==> src/rtl/mux2_rr_arbiter_if.sv <==
// Operand/handshake bundle between two requesters, the round-robin arbiter
// and the ALU input stage.
interface mux2_rr_arbiter_if #(
  parameter int WIDTH = 8
);
  logic             req0;
  logic             req1;
  logic [WIDTH-1:0] data0;
  logic [WIDTH-1:0] data1;
  logic             gnt0;
  logic             gnt1;
  logic             sel;
  logic             busy;
  logic             out_valid;
  logic [WIDTH-1:0] out_data;
  logic             out_src;

  // Requester / consumer side.
  modport master (
    output req0, req1, data0, data1,
    input  gnt0, gnt1, sel, busy, out_valid, out_data, out_src
  );

  // Arbiter side.
  modport slave (
    input  req0, req1, data0, data1,
    output gnt0, gnt1, sel, busy, out_valid, out_data, out_src
  );
endinterface

==> src/rtl/mux2_rr_arbiter.sv <==
// Round-robin arbiter for a shared 2:1 operand mux: grants one requester,
// captures its operand, holds the path for OP_CYCLES, then strobes out_valid.
module mux2_rr_arbiter #(
  parameter int WIDTH     = 8,
  parameter int OP_CYCLES = 2
) (
  input  logic              clk,
  input  logic              rst_n,
  mux2_rr_arbiter_if.slave  bus
);

  typedef enum logic [1:0] {
    IDLE,
    BUSY,
    DONE
  } state_t;

  localparam logic [3:0] CNT_LOAD = 4'(OP_CYCLES - 1);

  state_t           state;
  logic [3:0]       cnt;
  logic             last_grant;
  logic             winner;
  logic [WIDTH-1:0] win_data;

  // NOTE: every always_comb output gets a value on every path, so no latch is inferred.
  always_comb begin
    winner   = bus.req1;
    if (bus.req0 && bus.req1) winner = ~last_grant;
    win_data = winner ? bus.data1 : bus.data0;
  end

  // NOTE: sequential state is updated only with non-blocking assignments.
  always_ff @(posedge clk or negedge rst_n) begin
    if (!rst_n) begin
      state         <= IDLE;
      cnt           <= '0;
      last_grant    <= 1'b1;
      bus.gnt0      <= 1'b0;
      bus.gnt1      <= 1'b0;
      bus.sel       <= 1'b0;
      bus.busy      <= 1'b0;
      bus.out_valid <= 1'b0;
      bus.out_data  <= '0;
      bus.out_src   <= 1'b0;
    end else begin
      bus.gnt0 <= 1'b0;
      bus.gnt1 <= 1'b0;
      case (state)
        IDLE: begin
          if (bus.req0 || bus.req1) begin
            bus.gnt0     <= ~winner;
            bus.gnt1     <= winner;
            bus.sel      <= winner;
            bus.out_src  <= winner;
            bus.out_data <= win_data;
            last_grant   <= winner;
            cnt          <= CNT_LOAD;
            bus.busy     <= 1'b1;
            state        <= BUSY;
          end
        end
        BUSY: begin
          // Requests are deliberately ignored while the operation runs.
          if (cnt == 4'd0) begin
            bus.out_valid <= 1'b1;
            state         <= DONE;
          end else begin
            cnt <= cnt - 4'd1;
          end
        end
        DONE: begin
          bus.out_valid <= 1'b0;
          bus.busy      <= 1'b0;
          state         <= IDLE;
        end
        default: state <= IDLE;
      endcase
    end
  end

endmodule

==> src/flat_wrapper.sv <==
// flat-port wrapper written by rule: the top's interface ports become plain ports
module mux2_rr_arbiter_flat 
#(
  parameter int WIDTH     = 8,
  parameter int OP_CYCLES = 2
)
  (clk, rst_n, bus_req0, bus_req1, bus_data0, bus_data1, bus_gnt0, bus_gnt1, bus_sel, bus_busy, bus_out_valid, bus_out_data, bus_out_src);
  mux2_rr_arbiter_if #(.WIDTH(WIDTH)) bus_i ();
  input  logic clk;
  input  logic rst_n;
  input wire logic [$bits(bus_i.req0)-1:0] bus_req0;
  input wire logic [$bits(bus_i.req1)-1:0] bus_req1;
  input wire logic [$bits(bus_i.data0)-1:0] bus_data0;
  input wire logic [$bits(bus_i.data1)-1:0] bus_data1;
  output wire logic [$bits(bus_i.gnt0)-1:0] bus_gnt0;
  output wire logic [$bits(bus_i.gnt1)-1:0] bus_gnt1;
  output wire logic [$bits(bus_i.sel)-1:0] bus_sel;
  output wire logic [$bits(bus_i.busy)-1:0] bus_busy;
  output wire logic [$bits(bus_i.out_valid)-1:0] bus_out_valid;
  output wire logic [$bits(bus_i.out_data)-1:0] bus_out_data;
  output wire logic [$bits(bus_i.out_src)-1:0] bus_out_src;
  assign bus_i.req0 = bus_req0;
  assign bus_i.req1 = bus_req1;
  assign bus_i.data0 = bus_data0;
  assign bus_i.data1 = bus_data1;
  assign bus_gnt0 = bus_i.gnt0;
  assign bus_gnt1 = bus_i.gnt1;
  assign bus_sel = bus_i.sel;
  assign bus_busy = bus_i.busy;
  assign bus_out_valid = bus_i.out_valid;
  assign bus_out_data = bus_i.out_data;
  assign bus_out_src = bus_i.out_src;
  mux2_rr_arbiter #(.WIDTH(WIDTH), .OP_CYCLES(OP_CYCLES)) u_core (.clk(clk), .rst_n(rst_n), .bus(bus_i));
endmodule
==> config.mk <==
export PLATFORM = sky130hd
export DESIGN_NAME = mux2_rr_arbiter_flat
export DESIGN_NICKNAME = d
export VERILOG_FILES = /design/src/rtl/mux2_rr_arbiter_if.sv /design/src/rtl/mux2_rr_arbiter.sv /design/src/flat_wrapper.sv
export SDC_FILE = /design/constraint.sdc
export NUM_CORES = 1
export LEC_CHECK = 0
export BUFFER_PORTS_ARGS = -buffer_cell sky130_fd_sc_hd__buf_4
export CAP_MARGIN = 20
export CELL_PAD_IN_SITES_DETAIL_PLACEMENT = 1
export CELL_PAD_IN_SITES_GLOBAL_PLACEMENT = 1
export CORE_UTILIZATION = 32
export CTS_CLUSTER_DIAMETER = 50
export CTS_CLUSTER_SIZE = 28
export DETAILED_ROUTE_END_ITERATION = 8
export PLACE_DENSITY_LB_ADDON = 0.1
export SLEW_MARGIN = 0
export SYNTH_ARGS = -nofsm -noshare
export SYNTH_HDL_FRONTEND = slang
export SYNTH_SLANG_ARGS = --single-unit
==> constraint.sdc <==
create_clock -name clk -period 1.4 [get_ports clk]
set_input_delay 0.28 -clock clk [delete_from_list [all_inputs] [get_ports clk]]
set_output_delay 0.28 -clock clk [all_outputs]
set_load 0.005 [all_outputs]
==> results.json, run 1 <==
{
  "status": "complete, but fails checks",
  "violations": "DRC",
  "layout-drive-gt1-share_pct": 40.0,
  "synth_nets": 122,
  "rows": 19,
  "maxCapViolations": 0,
  "critPathBufInv": 1,
  "synth_cell_types": 32,
  "fillCellCount": 336,
  "worstPathArrival_ns": 1.60,
  "min_period_over_period_pct": 96.8,
  "hold_viol_final": 0,
  "worstSkewPairLatency_ns": 0.30,
  "place.gp.congestion": 0.663,
  "powerDensity_nw_per_um2": 2040,
  "grt_setup_unrepaired": "true",
  "async_flop_share_pct": 100,
  "io_pins": 34,
  "cts_tree": "yes",
  "die_h_um": 57.5,
  "totalPowerFinal_w": 0.00276,
  "port_buffers": 33,
  "syn_area_um2": 986,
  "drt-pass1-iter-count": 6,
  "dp_hpwl_um": 1860,
  "finalClockSkew_ns": 0.00618,
  "slowest_delay_ns": 0.41,
  "core_area_um2": 2830,
  "final_util_pct": 47.8,
  "min_path_type": "in2reg",
  "drv_slew": 0,
  "antenna_found_initial": 0,
  "via_count": 880,
  "clk_pin_slew_ns": 0.12,
  "start_util_pct": 34.9,
  "place_ws_ns": -0.0446,
  "cts_buffers": 3,
  "drtIter0Drc": 14,
  "crit_fanout": 3,
  "drc_errors": 1,
  "grt_overflow_total": 0,
  "seq_area_frac_synth_pct": 50.9,
  "synth_top_flop_cell": "dfrtp_1",
  "cts_sinks": 20,
  "worst_slew_pin_slew_ns": 0.421,
  "nNetsFinal": 163,
  "synth_area_per_cell_um2": 9.86,
  "clockBufferDepth": 2,
  "timing.slew.headroom_pct": 71.8,
  "start_kind": "flop",
  "layout_min_cycle_time_ns": 1.36,
  "ys_ff_latch": 20,
  "ant_nets": 0,
  "setup_ws_ns": 0.0450,
  "die_w_um": 57.5,
  "final_common_cell": "buf_4",
  "critPathTopFamily": "flip-flops",
  "slowest_stage": "dfrtp_1",
  "drt-wirelength-per-cell_um": 14.1,
  "area_growth_pct": 37.2,
  "vias_per_cell": 5.15,
  "grt_pass1_wl_um": 4410,
  "track_usage_pct": 17.3,
  "worstPathRequired_ns": 1.64,
  "finalWirelength_um": 2420,
  "end_kind": "flop",
  "fp.dieArea_um2": 3310,
  "irDropWorstVdd_mv": 0.607,
  "crit_type": "reg2reg",
  "grt_pass1_vias": 974,
  "fmax_mhz": 738,
  "most-common-layout-cells": "buf_4 (42), dfrtp_1 (19), nand2_1 (18)",
  "n_antenna_cell": 0,
  "finalSetupViolCount": 0,
  "syn-instance-count": 100,
  "cts.htree.levels": 1,
  "yosysWarnings": 0,
  "p_leak_nw": 0.650,
  "grt_max_degree": 21,
  "clockRootBuffer": "clkbuf_4",
  "crit_chain": "inv_2 > ha_1 > or3b_1 > o22ai_2 > a22o_1",
  "synth_edf_count": 0
}
==> worst register-to-register path: stages, from the launching register on <==
cell and delay, ns:
dfrtp_1 0.41, inv_2 0.10, ha_1 0.20, or3b_1 0.37
o22ai_2 0.09, a22o_1 0.13
==> through the flow <==
| stage | hold WS, ns | std cells | cell area (um^2) | setup TNS [ns] |
|---|---|---|---|---|
| 5_1_grt | 0.159 | 171 | 1350 | -0.0712 |
| 2_1_floorplan | -0.0156 | 100 | 986 | 0 |
| 3_3_place_gp | 0.178 | 164 | 1270 | 0 |
| 3_5_place_dp | 0.182 | 164 | 1270 | -0.0756 |
| 4_1_cts | 0.150 | 169 | 1330 | 0 |
| 6_report | 0.165 | 171 | 1350 | 0 |
==> kinds of logic after synthesis <==
group | after synthesis | share of synthesized area (%)
flip-flops | 20 | 50.9
multiplexers | 2 | 2.03
adder cells (fa/ha/maj) | 2 | 2.54
buffers and inverters | 12 | 7.23
AO/OA/AOI/OAI | 32 | 21.3
AND/OR/NAND/NOR | 32 | 16.0
==> area by class of cell <==
type	instances	area [um^2]	share of cell area [%]
multi-input cells	68	432	31.9
clock buffers	4	36.3	2.68
flip-flops and latches	20	502	37.1
repair buffers	43	325	24.1
inverters	5	18.8	1.39
well taps	31	38.8	2.87
==> layer usage <==
metal / wire length, um / up-vias / share of wire (%) / track usage (%)
met5: 0 / - / 0 / 0
met4: 19 / 0 / 0.79 / 6.27
met3: 111 / 2 / 4.6 / 3.63
li1: - / 431 / - / -
met2: 1200 / 20 / 50 / 28.7
met1: 1080 / 427 / 45 / 22.1
==> synth_stat cells, drive strengths merged, types with 2 or more instances <==
cell	number	share of area (%)
a21oi	12	6.1
a31oi	9	5.7
buf	7	5.3
dfrtp	19	48
ha	2	2.5
inv	5	1.9
mux2i	2	2.0
nand2	18	6.9
nor2	3	1.1
nor3	3	2.0
o21ai	3	1.9
==> registers in the layout (all words and copies together) (netlist names) <==
signal,count
u_core.bus.out_valid,1
u_core.bus.gnt0,1
u_core.last_grant,1
u_core.bus.sel,1
u_core.bus.out_data,8
u_core.bus.gnt1,1
u_core.cnt,4
u_core.bus.busy,1
u_core.state,2
==> power by group <==
part / internal [W] / switching (W) / total (W)
clock network: 0.000158 / 0.000178 / 0.000337
registers: 0.000851 / 0.000199 / 0.00105
logic: 0.000740 / 0.000634 / 0.00137
total: 0.00175 / 0.00101 / 0.00276
==> final timing paths <==
check	from	slack [ns]	depth (start not counted)	end
worst max register to register	u_core.cnt[0]	0.04	5	u_core.cnt[2]
min in group asynchronous	rst_n	0.39	2	u_core.cnt[0]
worst max-delay path	u_core.cnt[0]	0.04	5	u_core.cnt[2]
worst min register to register	u_core.bus.sel	0.53	1	u_core.bus.sel
max in group asynchronous	rst_n	0.74	2	u_core.last_grant
worst min-delay path	bus_req0	0.16	2	u_core.last_grant
==> repair_timing <==
item	CTS	global route
buffers inserted	0	2
hold buffers	1	0
setup endpoints to repair	2	3
gates resized for setup	3	2
pin swaps	0	2
endpoints found under the hold margin	19	0
Note: power is estimated with default switching activity, not from simulation.
==> run 2: changes to the inputs <==
- CTS_CLUSTER_DIAMETER: 50 -> 60
- MAX_ROUTING_LAYER: unset -> met4
==> results.json, run 2 (synthesis results as in run 1) <==
{
  "top_regs": "u_core.bus.out_data (8), u_core.cnt (4), u_core.state (2)",
  "timing.slew.headroom_pct": 71.8,
  "ant_nets": 0,
  "regMostFlops": "u_core.bus.out_data",
  "port_buffers": 33,
  "final_common_cell": "buf_4",
  "maxCapViolations": 0,
  "slowest_stage": "dfrtp_1",
  "slowest_delay_ns": 0.41,
  "cts_sinks": 20,
  "min_path_type": "in2reg",
  "final_cells": 171,
  "via_count": 880,
  "r2r_end": "u_core.cnt[2]",
  "hold_viol_final": 0,
  "area_growth_pct": 37.2,
  "p_seq_share_pct": 38.0,
  "worstPathRequired_ns": 1.64,
  "rows": 19,
  "drt-wirelength-per-cell_um": 14.1,
  "crit_chain": "inv_2 > ha_1 > or3b_1 > o22ai_2 > a22o_1",
  "end_kind": "flop",
  "dp.cells": 164,
  "holdPathEnd": "u_core.last_grant",
  "cell_internal_pwr_w": 0.00175,
  "start_util_pct": 34.9,
  "fp.dieArea_um2": 3310,
  "worst_slew_pin_slew_ns": 0.420,
  "r2r_setup_slack_ns": 0.04,
  "tns_ns": 0,
  "p_clk_share_pct": 12.2,
  "crit_fanout": 3,
  "fmax_mhz": 738,
  "worstPathArrival_ns": 1.60,
  "place.gp.congestion": 0.669,
  "cts.htree.levels": 1,
  "powerDensity_nw_per_um2": 2040,
  "grt_pass1_vias": 974,
  "cts_tree": "yes",
  "most-common-layout-cells": "buf_4 (42), dfrtp_1 (19), nand2_1 (18)",
  "grt_overflow_total": 0,
  "whs_path_depth": 2,
  "core_area_um2": 2830,
  "critPathTopFamily": "flip-flops",
  "vias_per_cell": 5.15,
  "power_frac_comb_pct": 49.8,
  "track_usage_pct": 17.8,
  "layout-drive-gt1-share_pct": 40.0,
  "power_switching_w": 0.00101,
  "io_pins": 34,
  "setup_ws_ns": 0.0450,
  "grt_max_degree": 21,
  "drc_errors": 1,
  "grt_setup_unrepaired": "true",
  "totalPowerFinal_w": 0.00276,
  "place_ws_ns": -0.0446,
  "antenna_found_initial": 0,
  "n_antenna_cell": 0,
  "r2r_cells": 5,
  "critPathBufInv": 1,
  "irDropWorstVdd_mv": 0.607,
  "finalClockSkew_ns": 0.00618,
  "nNetsFinal": 163,
  "layout_min_cycle_time_ns": 1.36,
  "cts_buffers": 3,
  "clk_pin_slew_ns": 0.12,
  "hold-worst-slack_ns": 0.165,
  "min-delay-start": "bus_req0",
  "drtIter0Drc": 14,
  "crit_type": "reg2reg",
  "start_kind": "flop",
  "rr_startpoint": "u_core.cnt[0]",
  "min_period_over_period_pct": 96.8,
  "crit_cells": 5,
  "grt_pass1_wl_um": 4410,
  "worstSkewPairLatency_ns": 0.30,
  "clockBufferDepth": 2,
  "drt-pass1-iter-count": 6,
  "cp-startpoint": "u_core.cnt[0]",
  "status": "complete, but fails checks",
  "drv_slew": 0,
  "violations": "DRC",
  "dp_hpwl_um": 1860,
  "finalSetupViolCount": 0,
  "swShare_pct": 36.7,
  "finalWirelength_um": 2420,
  "p_leak_nw": 0.650,
  "die_h_um": 57.5,
  "largest_reg_flops": 8,
  "clockRootBuffer": "clkbuf_4",
  "die_w_um": 57.5
}
## run 2: timing repair
item / in CTS / in global routing
pin swaps: 0 / 2
cloned: 0 / 0
resized for setup: 3 / 2
hold buffers: 1 / 0
buffers inserted: 0 / 2
endpoints found under the setup margin: 2 / 3
hold endpoints to repair: 19 / 0
## run 2: area by class of cell
class / instances / area [um^2]
Multi-Input combinational cell: 68 / 432
Sequential cell: 20 / 502
Clock buffer: 4 / 36.3
Tap cell: 31 / 38.8
Timing Repair Buffer: 43 / 325
Fill cell: 336 / 1480
Inverter: 5 / 18.8
## run 2: power groups by stage
stage               logic [W]  clock network [W]  registers [W]
CTS                   0.00134           0.000356        0.00105
finish                0.00138           0.000337        0.00105
global route          0.00155           0.000379        0.00109
global placement      0.00126                  0        0.00104
detailed placement    0.00132                  0        0.00105
floorplan            0.000795                  0        0.00102
## run 2: worst max path at each step
stage                    endpoint  slack, ns
finish              u_core.cnt[2]       0.04
global route        u_core.cnt[0]      -0.05
CTS                 u_core.cnt[0]       0.01
detailed placement  u_core.cnt[0]      -0.04
global placement    u_core.cnt[0]       0.06
floorplan           u_core.cnt[1]       0.05
## run 2: layer usage
layer	global-route usage, %	vias up	wire length [um]
met1	22.8	427	1120
met3	2.49	2	72
li1	-	431	-
met2	28.7	20	1200
met5	-	-	0
met4	6.27	0	19
## run 2: per-stage QoR
step	cell area (um^2)	util, %
final	1350	47.8
after global routing	1350	47.8
after global placement	1270	45.0
after floorplan	986	-
after detailed placement	1270	45.0
after CTS	1330	46.9
